==> config.mk <==
export PLATFORM = sky130hd
export DESIGN_NAME = pipe_hazard_ctrl
export DESIGN_NICKNAME = d
export VERILOG_FILES = /design/src/rtl/pipe_hazard_ctrl.sv
export SDC_FILE = /design/constraint.sdc
export NUM_CORES = 1
export LEC_CHECK = 0
export CAP_MARGIN = 10
export CORE_AREA = 5 5 100 102
export CTS_BUF_LIST = sky130_fd_sc_hd__clkbuf_16
export DETAILED_ROUTE_END_ITERATION = 10
export DIE_AREA = 0 0 105 107
export PLACE_DENSITY = 0.79
export SYNTH_ARGS = -nofsm -noshare
export SYNTH_HDL_FRONTEND = slang
export SYNTH_SLANG_ARGS = --single-unit
==> constraint.sdc <==
create_clock -name clk -period 3.2 [get_ports clk]
set_input_delay 0.48 -clock clk [delete_from_list [all_inputs] [get_ports clk]]
set_output_delay 0.48 -clock clk [all_outputs]
set_load 0.005 [all_outputs]
==> src/rtl/pipe_hazard_ctrl.sv <==
// ---------------------------------------------------------------------------
// pipe_hazard_ctrl
//
// Stall / flush controller for the in-order pipeline. Turns per-stage stall
// requests into a thermometer freeze mask plus bubble-insert mask, and turns
// flush requests into invalidate masks for the younger stage registers. A
// flush whose source stage is frozen is parked until that stage moves again.
// Also keeps saturating performance counters and a sticky stall watchdog.
//
// Ports
//   clk            clock, all state updates on the rising edge
//   rst            synchronous reset, active-low
//   stall_req      per-stage stall requests (bit 0 = PC stage)
//   flush_req      flush request
//   flush_stage    stage index of the flush source (1..STAGES-1)
//   perf_clr       synchronous clear of both performance counters
//   stall_out      per-stage hold enables
//   bubble_out     per-stage NOP-insert enables
//   flush_out      per-stage invalidate enables
//   flush_pending  a flush is parked waiting for its source to unfreeze
//   wdog_timeout   sticky "stalled too long" flag
//   stall_cycles   saturating count of stalled cycles
//   flush_count    saturating count of issued flushes
//
// Flush FSM
//   state        | meaning
//   ST_IDLE      | nothing parked, no flush mask being held
//   ST_PEND      | flush parked, its source stage is frozen
//   ST_HOLD      | issued flush mask still being driven (hold_cnt > 0)
//   ST_PEND_HOLD | both of the above at once
// ---------------------------------------------------------------------------
module pipe_hazard_ctrl #(
    parameter int STAGES     = 5,
    parameter int SW         = 3,
    parameter int FLUSH_HOLD = 1,
    parameter int WDOG_LIMIT = 1023,
    parameter int WDOG_W     = 10,
    parameter int CNT_W      = 32
) (
    input  logic              clk,
    input  logic              rst,
    input  logic [STAGES-1:0] stall_req,
    input  logic              flush_req,
    input  logic [SW-1:0]     flush_stage,
    input  logic              perf_clr,
    output logic [STAGES-1:0] stall_out,
    output logic [STAGES-1:0] bubble_out,
    output logic [STAGES-1:0] flush_out,
    output logic              flush_pending,
    output logic              wdog_timeout,
    output logic [CNT_W-1:0]  stall_cycles,
    output logic [CNT_W-1:0]  flush_count
);

    // Hold counter only needs to reach FLUSH_HOLD-1; keep it at least 1 bit.
    localparam int HW = (FLUSH_HOLD > 1) ? $clog2(FLUSH_HOLD) : 1;
    localparam logic [HW-1:0]     HOLD_LOAD = HW'(FLUSH_HOLD - 1);
    localparam logic              HOLD_ON_ISSUE = (FLUSH_HOLD > 1);
    localparam logic [SW:0]       STAGES_W  = (SW+1)'(STAGES);
    localparam logic [WDOG_W-1:0] WDOG_MAX  = WDOG_W'(WDOG_LIMIT);
    localparam logic [CNT_W-1:0]  CNT_MAX   = '1;

    typedef enum logic [1:0] {
        ST_IDLE      = 2'b00,
        ST_PEND      = 2'b01,
        ST_HOLD      = 2'b10,
        ST_PEND_HOLD = 2'b11
    } flush_state_t;

    flush_state_t      state, state_n;
    logic [SW-1:0]     pend_stage, pend_stage_n;
    logic [HW-1:0]     hold_cnt, hold_cnt_n;
    logic [STAGES-1:0] hold_mask, hold_mask_n;

    logic [STAGES-1:0] stall_mask;
    logic [STAGES-1:0] bubble_mask;
    logic [STAGES-1:0] issue_mask;
    logic              stall_acc;
    logic              stall_any;

    logic              pend_valid;
    logic              hold_active;
    logic              req_ok;
    logic              cand_valid;
    logic [SW-1:0]     cand_stage;
    logic              cand_frozen;
    logic              issue;
    logic              pend_n;
    logic              hold_n;

    logic [WDOG_W-1:0] wdog_cnt, wdog_cnt_n;

    // -----------------------------------------------------------------------
    // Freeze and bubble masks: a stall at stage j freezes every younger stage
    // (indices <= j); a bubble goes into the first stage that keeps moving
    // behind a frozen one.
    // -----------------------------------------------------------------------
    always_comb begin
        stall_mask = '0;
        stall_acc  = 1'b0;
        for (int k = STAGES - 1; k >= 0; k--) begin
            stall_acc     = stall_acc | stall_req[k];
            stall_mask[k] = stall_acc;
        end
    end

    always_comb begin
        bubble_mask = '0;
        for (int k = 1; k < STAGES; k++) begin
            bubble_mask[k] = stall_mask[k-1] & ~stall_mask[k];
        end
    end

    assign stall_any = |stall_mask;

    // -----------------------------------------------------------------------
    // Flush candidate selection
    // -----------------------------------------------------------------------
    assign pend_valid  = (state == ST_PEND) || (state == ST_PEND_HOLD);
    assign hold_active = (state == ST_HOLD) || (state == ST_PEND_HOLD);

    // Stage 0 has no older stage to flush from, and out-of-range indices
    // name no stage at all, so such requests are dropped outright.
    assign req_ok = flush_req && (flush_stage != '0) && ({1'b0, flush_stage} < STAGES_W);

    always_comb begin
        cand_stage = pend_stage;
        if (req_ok && pend_valid) begin
            // Larger index = older instruction; its flush covers the other.
            cand_stage = (flush_stage > pend_stage) ? flush_stage : pend_stage;
        end else if (req_ok) begin
            cand_stage = flush_stage;
        end
    end

    assign cand_valid = req_ok || pend_valid;

    always_comb begin
        cand_frozen = 1'b0;
        for (int k = 0; k < STAGES; k++) begin
            if (cand_stage == SW'(k)) begin
                cand_frozen = stall_mask[k];
            end
        end
    end

    assign issue = cand_valid && !cand_frozen;

    // Invalidate every stage younger than the source, never the PC stage.
    always_comb begin
        issue_mask = '0;
        for (int k = 1; k < STAGES; k++) begin
            issue_mask[k] = issue && (SW'(k) < cand_stage);
        end
    end

    // -----------------------------------------------------------------------
    // Flush FSM
    // -----------------------------------------------------------------------
    always_comb begin
        pend_n       = cand_valid && !issue;
        pend_stage_n = pend_n ? cand_stage : '0;
        hold_n       = 1'b0;
        hold_cnt_n   = '0;
        hold_mask_n  = '0;

        if (issue) begin
            // A new issue merges into whatever is still being held and
            // restarts the hold window.
            hold_n      = HOLD_ON_ISSUE;
            hold_cnt_n  = HOLD_LOAD;
            hold_mask_n = issue_mask | (hold_active ? hold_mask : '0);
        end else if (hold_active) begin
            hold_cnt_n  = hold_cnt - HW'(1);
            hold_n      = (hold_cnt != HW'(1));
            hold_mask_n = hold_n ? hold_mask : '0;
        end

        if (!hold_n) begin
            hold_cnt_n = '0;
        end

        case ({hold_n, pend_n})
            2'b01:   state_n = ST_PEND;
            2'b10:   state_n = ST_HOLD;
            2'b11:   state_n = ST_PEND_HOLD;
            default: state_n = ST_IDLE;
        endcase
    end

    always_ff @(posedge clk) begin
        if (!rst) begin
            state      <= ST_IDLE;
            pend_stage <= '0;
            hold_cnt   <= '0;
            hold_mask  <= '0;
        end else begin
            state      <= state_n;
            pend_stage <= pend_stage_n;
            hold_cnt   <= hold_cnt_n;
            hold_mask  <= hold_mask_n;
        end
    end

    // -----------------------------------------------------------------------
    // Watchdog and performance counters
    // -----------------------------------------------------------------------
    always_comb begin
        wdog_cnt_n = '0;
        if (stall_any) begin
            wdog_cnt_n = (wdog_cnt == WDOG_MAX) ? wdog_cnt : wdog_cnt + WDOG_W'(1);
        end
    end

    always_ff @(posedge clk) begin
        if (!rst) begin
            wdog_cnt     <= '0;
            wdog_timeout <= 1'b0;
            stall_cycles <= '0;
            flush_count  <= '0;
        end else begin
            wdog_cnt <= wdog_cnt_n;
            if (wdog_cnt_n == WDOG_MAX) begin
                wdog_timeout <= 1'b1;
            end

            if (perf_clr) begin
                stall_cycles <= '0;
                flush_count  <= '0;
            end else begin
                if (stall_any && (stall_cycles != CNT_MAX)) begin
                    stall_cycles <= stall_cycles + CNT_W'(1);
                end
                if (issue && (flush_count != CNT_MAX)) begin
                    flush_count <= flush_count + CNT_W'(1);
                end
            end
        end
    end

    // -----------------------------------------------------------------------
    // Outputs; the stage-register controls are forced quiet while in reset.
    // -----------------------------------------------------------------------
    assign stall_out     = rst ? stall_mask  : '0;
    assign bubble_out    = rst ? bubble_mask : '0;
    assign flush_out     = rst ? (issue_mask | (hold_active ? hold_mask : '0)) : '0;
    assign flush_pending = pend_valid;

endmodule
==> run metrics, run 1 <==
status finished clean; final hold vios 0; top-level port count 93; hold crit path type reg -> reg; flops & latches, synth 86; register area 1720 µm²; commonest non-fill, non-tap cell in the layout dfxtp_1; Netlist Area Pre-Place 4550 µm²; setup violators final 0; CP max-delay cell a311oi_4; Worst Hold End state[1]$_SDFF_PN0_; TritonRoute pass-1 iters 4; Tot GR Track Use 21.4%; Leak 2.13 nW; Max-cap violations 0; Hold Crit Start hold_cnt$_SDFF_PP0_; Die ar. 11200 µm²; area of the multi-input gates 2710 µm²; global-route wire length before repair 20.3 mm; Clock Sinks 86; arrival time of the worst setup path 2.68 ns; max-slew violations 0; wire per inst 15.3 µm; Least-Margin Pin Slew 0.563 ns; clock-pin slew on the worst setup and hold paths 0.06 ns; Crit Path Class reg -> out; Post-synth EDFFs 0; hpwl dp 8.45 mm; R2R Path Start pend_stage[2]$_SDFF_PN0_; Die H 107 µm; Syn Area/Cell 8.05 µm²; Pwr Total 2.31 mW; Crit path max-delay family compound AO/OA/AOI/OAI gates; vias 4594; flop2flop setup slack 0.16 ns; GP Congestion 0.897; Fill cells 732; area of placed instances 5740 µm²; Initial Util 50.4%; Max-slew headroom 62.1%; Cell Pwr Density 375 nW/µm²; PortBufs 91; Longest Clk Path Bufs 2; Yosys cell types 53; Fmax 316 MHz; vias in the first global route 4356; setup TNS 0 ns; FFs w/ async S/R, synth 0%; final hold slack 0.465 ns; Setup crit end kind output port; layout cell share with drive strength beyond 1 12.4%; sequential fraction of the synthesis area 37.8%; row count 35; H-tree Lvls 3; grt total ovfl 0; Mapped Cells 565; final worst-path cycle share 98.9%; Period minus WS final 3.16 ns; Hold Path Depth 1; max incr delay on CP 0.34 ns; area delta synth->final 35.3%; Peak VDD IR 317 µV; clk_lat worst skew 0.34 ns; Root Buffer clkbuf_16; end-of-flow core utilization 68.2%; Worst Path Required 2.72 ns; CTS Buf Count 9; CTS tree built; worst flop-to-flop path endpoint hold_mask[3]$_SDFFE_PN0P_; post-route cell area 6160 µm²; most frequent cells in the layout dfxtp_1 (84), clkdlybuf4s50_1 (83), nor2_1 (54); total number of yosys warnings 0; DRC Markers 0; startpoint types register; Core Box Area 9020 µm²; Die X 105 µm; ys flop type dfxtp_1; Final #Nets 697; clk_skew 0.00840 ns; Vias/cell 5.78; WL final 12.2 mm; initial antenna violation count 0; starting DRC count in detailed routing 192; Crit path buffers/inverters 4; syn nets 583; CP Cell Sequence inv_2, ha_4, nand3b_1, and2_4, a31o_1, a311oi_4, buf_4, buf_6, nand4_1, o211a_1, o211ai_1, nand2_1, buf_2; crit-path max FO 3; antenna-violating nets left 0; RSZ-0062 raised after global routing yes; pin count of the biggest net entering global routing 41; Ant. Diodes 0; r2r worst-path depth 16
==> synth_stat cells (all sizes together), types with 8 or more instances <==
master,instances,area [µm²]
o21ai,25,125
nor2,54,203
inv,21,78.8
dfxtp,86,1720
nor2b,8,50.1
buf,10,63.8
nand3,38,190
nand2,48,180
nor3,15,75.1
and2,12,77.6
or4,21,158
xnor2,22,193
o31ai,19,143
nand4,22,138
or3,13,86.3
xor2,10,87.6
and3,14,87.6
and4,13,114
clkbuf,18,67.6
a21oi,41,205
==> area by class of cell <==
| class | count | share of cell area (%) |
|---|---|---|
| sequential | 86 | 28.0 |
| inverter | 21 | 1.28 |
| timing repair buffer | 131 | 19.7 |
| clock buffer | 9 | 3.66 |
| clock inverter | 7 | 1.08 |
| multi-input combinational | 430 | 44.1 |
| tap | 111 | 2.26 |
==> report_power, final <==
part	switching, mW	internal, mW	leakage, nW
Combinational	0.101	0.0922	1.29
Clock	0.424	0.600	0.150
Sequential	0.0115	1.08	0.695
Total	0.537	1.77	2.13
==> kinds of logic (layout without fill, tap and decap cells) <==
family	Yosys count	after routing	share of synthesized area, %
and+or+nand+nor	272	272	32.1
xor gates and xnor gates	32	32	6.16
adders and majority gates	6	6	1.65
AOI/OAI and AO/OA	113	113	16.1
buffers and inverters	49	168	4.62
DFF	86	86	37.8
other	1	1	0.0824
muxes	6	6	1.46
==> registers in the layout, indices dropped and copies added, names as in the netlist <==
register and cells:
flush_count 32, stall_cycles 32, wdog_cnt 10, hold_mask 5, pend_stage 3, state 2
hold_cnt 1, wdog_timeout 1
==> per-stage QoR <==
stage,instances,worst slack [ns]
2_1_floorplan,565,0.247
4_1_cts,794,0.0222
6_report,795,0.0359
3_3_place_gp,773,-0.515
5_1_grt,795,-0.0785
3_5_place_dp,773,-0.562
==> worst reg2reg max path, cell delays in order, from the launching register on <==
cell and delay, ns:
dfxtp_2 0.33, inv_2 0.05, ha_4 0.28, nand3b_1 0.09
and2_4 0.17, a31o_1 0.21, a311oi_4 0.34, buf_4 0.18
buf_6 0.09, nand4_1 0.11, buf_4 0.17, buf_4 0.12
buf_4 0.14, o211ai_4 0.08, buf_12 0.21, and2_1 0.23
o21ai_0 0.11
==> per-layer routing <==
metal  GRT usage (%)  vias up  part of all wire (%)  routed length [µm]
li1                -     2289                     -                   -
met1            26.3     2161                    44                5330
met2            36.8      130                    50                6070
met3            4.52       14                   4.8                 580
met4            7.58        0                   1.5                 179
met5               0        -                     0                   0
==> worst max path at each step <==
stage               slack, ns  cells past startpoint            to                      from
detailed placement      -0.56                     12  flush_out[1]            flush_stage[0]
finish                   0.04                     13  flush_out[2]  pend_stage[2]$_SDFF_PN0_
global route            -0.08                     13  flush_out[2]  pend_stage[2]$_SDFF_PN0_
global placement        -0.51                     12  flush_out[2]            flush_stage[0]
floorplan                0.25                      9  flush_out[2]            flush_stage[2]
CTS                      0.02                     11  flush_out[2]            flush_stage[2]
==> timing repair <==
action / in CTS / in global routing
gates resized for setup: 24 / 17
setup buffers: 5 / 2
pin swaps: 8 / 7
hold buffers: 0 / 0
endpoints found under the setup margin: 4 / 5
No activity file was read; power rests on OpenSTA's default activity.
==> inputs of run 2 (changes only) <==
==> config.mk (replaced) <==
export PLATFORM = sky130hd
export DESIGN_NAME = pipe_hazard_ctrl
export DESIGN_NICKNAME = d
export VERILOG_FILES = /design/src/rtl/pipe_hazard_ctrl.sv
export SDC_FILE = /design/constraint.sdc
export NUM_CORES = 1
export LEC_CHECK = 0
export CAP_MARGIN = 20
export CORE_AREA = 5 5 97 99
export CTS_BUF_LIST = sky130_fd_sc_hd__clkbuf_16
export DETAILED_ROUTE_END_ITERATION = 10
export DIE_AREA = 0 0 102 104
export PLACE_DENSITY = 0.84
export SYNTH_ARGS = -nofsm -noshare
export SYNTH_HDL_FRONTEND = slang
export SYNTH_SLANG_ARGS = --single-unit
==> constraint.sdc (replaced) <==
create_clock -name clk -period 3.75 [get_ports clk]
set_input_delay 0.5625 -clock clk [delete_from_list [all_inputs] [get_ports clk]]
set_output_delay 0.5625 -clock clk [all_outputs]
set_load 0.005 [all_outputs]
==> run metrics, run 2 (synthesis results as in run 1) <==
area delta synth->final 32.2% (was 35.3%); Final #Nets 682 (was 697); Hold Crit Start hold_cnt$_SDFF_PP0_ (unchanged); WL final 12.1 mm (was 12.2 mm); max incr delay on CP 0.42 ns (was 0.34 ns); Die ar. 10600 µm² (was 11200 µm²); DRC Markers 0 (unchanged); area of the multi-input gates 2680 µm² (was 2710 µm²); CP max-delay cell dfxtp_1 (was a311oi_4); Max-slew headroom 45.1% (was 62.1%); initial antenna violation count 0 (unchanged); H-tree Lvls 3 (unchanged); Worst Path Required 3.19 ns (was 2.72 ns); layout cell share with drive strength beyond 1 8.53% (was 12.4%); CTS Buf Count 9 (unchanged); starting DRC count in detailed routing 239 (was 192); hpwl dp 8.34 mm (was 8.45 mm); final hold vios 0 (unchanged); vias 4587 (was 4594); global-route wire length before repair 20.2 mm (was 20.3 mm); vias in the first global route 4367 (was 4356); register area 1720 µm² (about the same); Vias/cell 5.91 (was 5.78); hold crit path type reg -> reg (unchanged); GR Layer Usage met1 28.5% (was 26.3%); GRT busiest layer met2 (unchanged); clock-pin slew on the worst setup and hold paths 0.06 ns (about the same); clk_skew 0.0111 ns (was 0.00840 ns); Die H 104 µm (was 107 µm); Crit path buffers/inverters 2 (was 4); Least-Margin Pin Slew 0.822 ns (was 0.563 ns); Fmax 284 MHz; Post-Layout Cell Count 776 (was 795); Cell Pwr Density 320 nW/µm² (was 375 nW/µm²); Ant. Diodes 0 (unchanged); CTS tree built (unchanged); Root Buffer clkbuf_16 (unchanged); startpoint types register (unchanged); Core Box Area 8470 µm² (was 9020 µm²); Pwr Total 1.92 mW (was 2.31 mW); Setup crit end kind output port (unchanged); met3 usage 4.49% (was 4.52%); crit-path max FO 4 (was 3); most frequent cells in the layout dfxtp_1 (86), clkdlybuf4s50_1 (84), nor2_1 (54) (was dfxtp_1 (84), clkdlybuf4s50_1 (83), nor2_1 (54)); met2 usage 38.5% (was 36.8%); R2R Path Start pend_stage[1]$_SDFF_PN0_ (was pend_stage[2]$_SDFF_PN0_); placed cell count 755 (was 773); Max-cap violations 0 (unchanged); max-slew violations 0 (unchanged); Period minus WS final 3.52 ns; setup violators final 0 (unchanged); clk_lat worst skew 0.33 ns (was 0.34 ns); wire per inst 15.6 µm (was 15.3 µm); TritonRoute pass-1 iters 5 (was 4); Tot GR Track Use 22.7% (was 21.4%); Initial Util 53.7% (was 50.4%); Die X 102 µm (was 105 µm); CP Cell Sequence inv_1, ha_4, nand3b_1, and2_4, a31o_1, a311oi_4, mux2_4, o211a_1, o211ai_1, nand2_1, clkbuf_2 (was inv_2, ha_4, nand3b_1, and2_4, a31o_1, a311oi_4, buf_4, buf_6, nand4_1, o211a_1, o211ai_1, nand2_1, buf_2); Peak VDD IR 271 µV (was 317 µV); status finished clean (unchanged); Largest regs flush_count: 32 flops, stall_cycles: 32 flops, wdog_cnt: 10 flops (unchanged); Fill cells 680 (was 732); Clock Sinks 86 (unchanged); PortBufs 91 (unchanged); antenna-violating nets left 0 (unchanged); top-level port count 93 (unchanged); RSZ-0062 raised after global routing no (was yes); final worst-path cycle share 93.8%; commonest non-fill, non-tap cell in the layout dfxtp_1 (unchanged); arrival time of the worst setup path 2.96 ns (was 2.68 ns); Leak 2.07 nW (was 2.13 nW); GP Congestion 0.858 (was 0.897); grt total ovfl 0 (unchanged); row count 34 (was 35); Longest Clk Path Bufs 2 (unchanged); worst setup path startpoint pend_stage[1]$_SDFF_PN0_ (was pend_stage[2]$_SDFF_PN0_); pin count of the biggest net entering global routing 47 (was 41); Crit Path Class reg -> out (unchanged); Crit path max-delay family compound AO/OA/AOI/OAI gates (unchanged)
run 2: layer usage:
| metal | share of wire (%) | up-vias |
|---|---|---|
| met4 | 1.5 | 0 |
| met3 | 6.0 | 20 |
| met1 | 43 | 2140 |
| li1 | - | 2266 |
| met5 | 0 | - |
| met2 | 50 | 161 |
run 2: worst reg2reg max path, cell delays in order, from the launching register on:
cell and delay, ns:
dfxtp_1 0.42, inv_1 0.11, ha_4 0.27, nand3b_1 0.11, and2_4 0.19, a31o_1 0.22
a311oi_4 0.37, mux2_4 0.34, buf_4 0.13, buf_4 0.14, o211ai_4 0.17, buf_12 0.22
and2_1 0.27, o21ai_0 0.13
run 2: where the power goes:
| part | switching [mW] | internal, mW |
|---|---|---|
| clock network | 0.333 | 0.505 |
| logic | 0.0836 | 0.0719 |
| registers | 0.00926 | 0.920 |
| total | 0.426 | 1.50 |
run 2: metrics by stage:
| stage | setup TNS, ns | hold slack [ns] | util (%) | area, µm² | setup slack (ns) |
|---|---|---|---|---|---|
| after global placement | -0.301 | 0.440 | 66.4 | 5620 | -0.130 |
| final | 0 | 0.487 | 71.0 | 6010 | 0.231 |
| after CTS | -0.0765 | 0.483 | 70.4 | 5960 | -0.0765 |
| after floorplan | 0 | 0.429 | - | 4550 | 0.632 |
| after detailed placement | -0.595 | 0.467 | 66.4 | 5620 | -0.234 |
| after global routing | 0 | 0.509 | 71.0 | 6010 | 0.146 |
run 2: timing repair:
item,4_1_cts,5_1_grt
pin swaps,2,5
cloned,0,0
resized for setup,12,8
setup endpoints to repair,4,3
buffers inserted,2,4
hold endpoints to repair,0,0
hold buffers,0,0
run 2: area by class of cell:
cell class	instances	share of cell area, %
Multi-Input combinational cell	430	44.6
Sequential cell	86	28.6
Timing Repair Buffer	116	18.5
Clock buffer	9	3.75
Tap cell	108	2.25
Inverter	21	1.31
Clock inverter	6	0.916
run 2: worst paths after layout:
kind	endpoint	slack, ns	cells after the start
setup / recovery	flush_out[2]	0.23	11
setup reg to reg	hold_mask[2]$_SDFFE_PN0P_	0.51	13
hold reg to reg	state[1]$_SDFF_PN0_	0.49	1
hold / removal	state[1]$_SDFF_PN0_	0.49	1
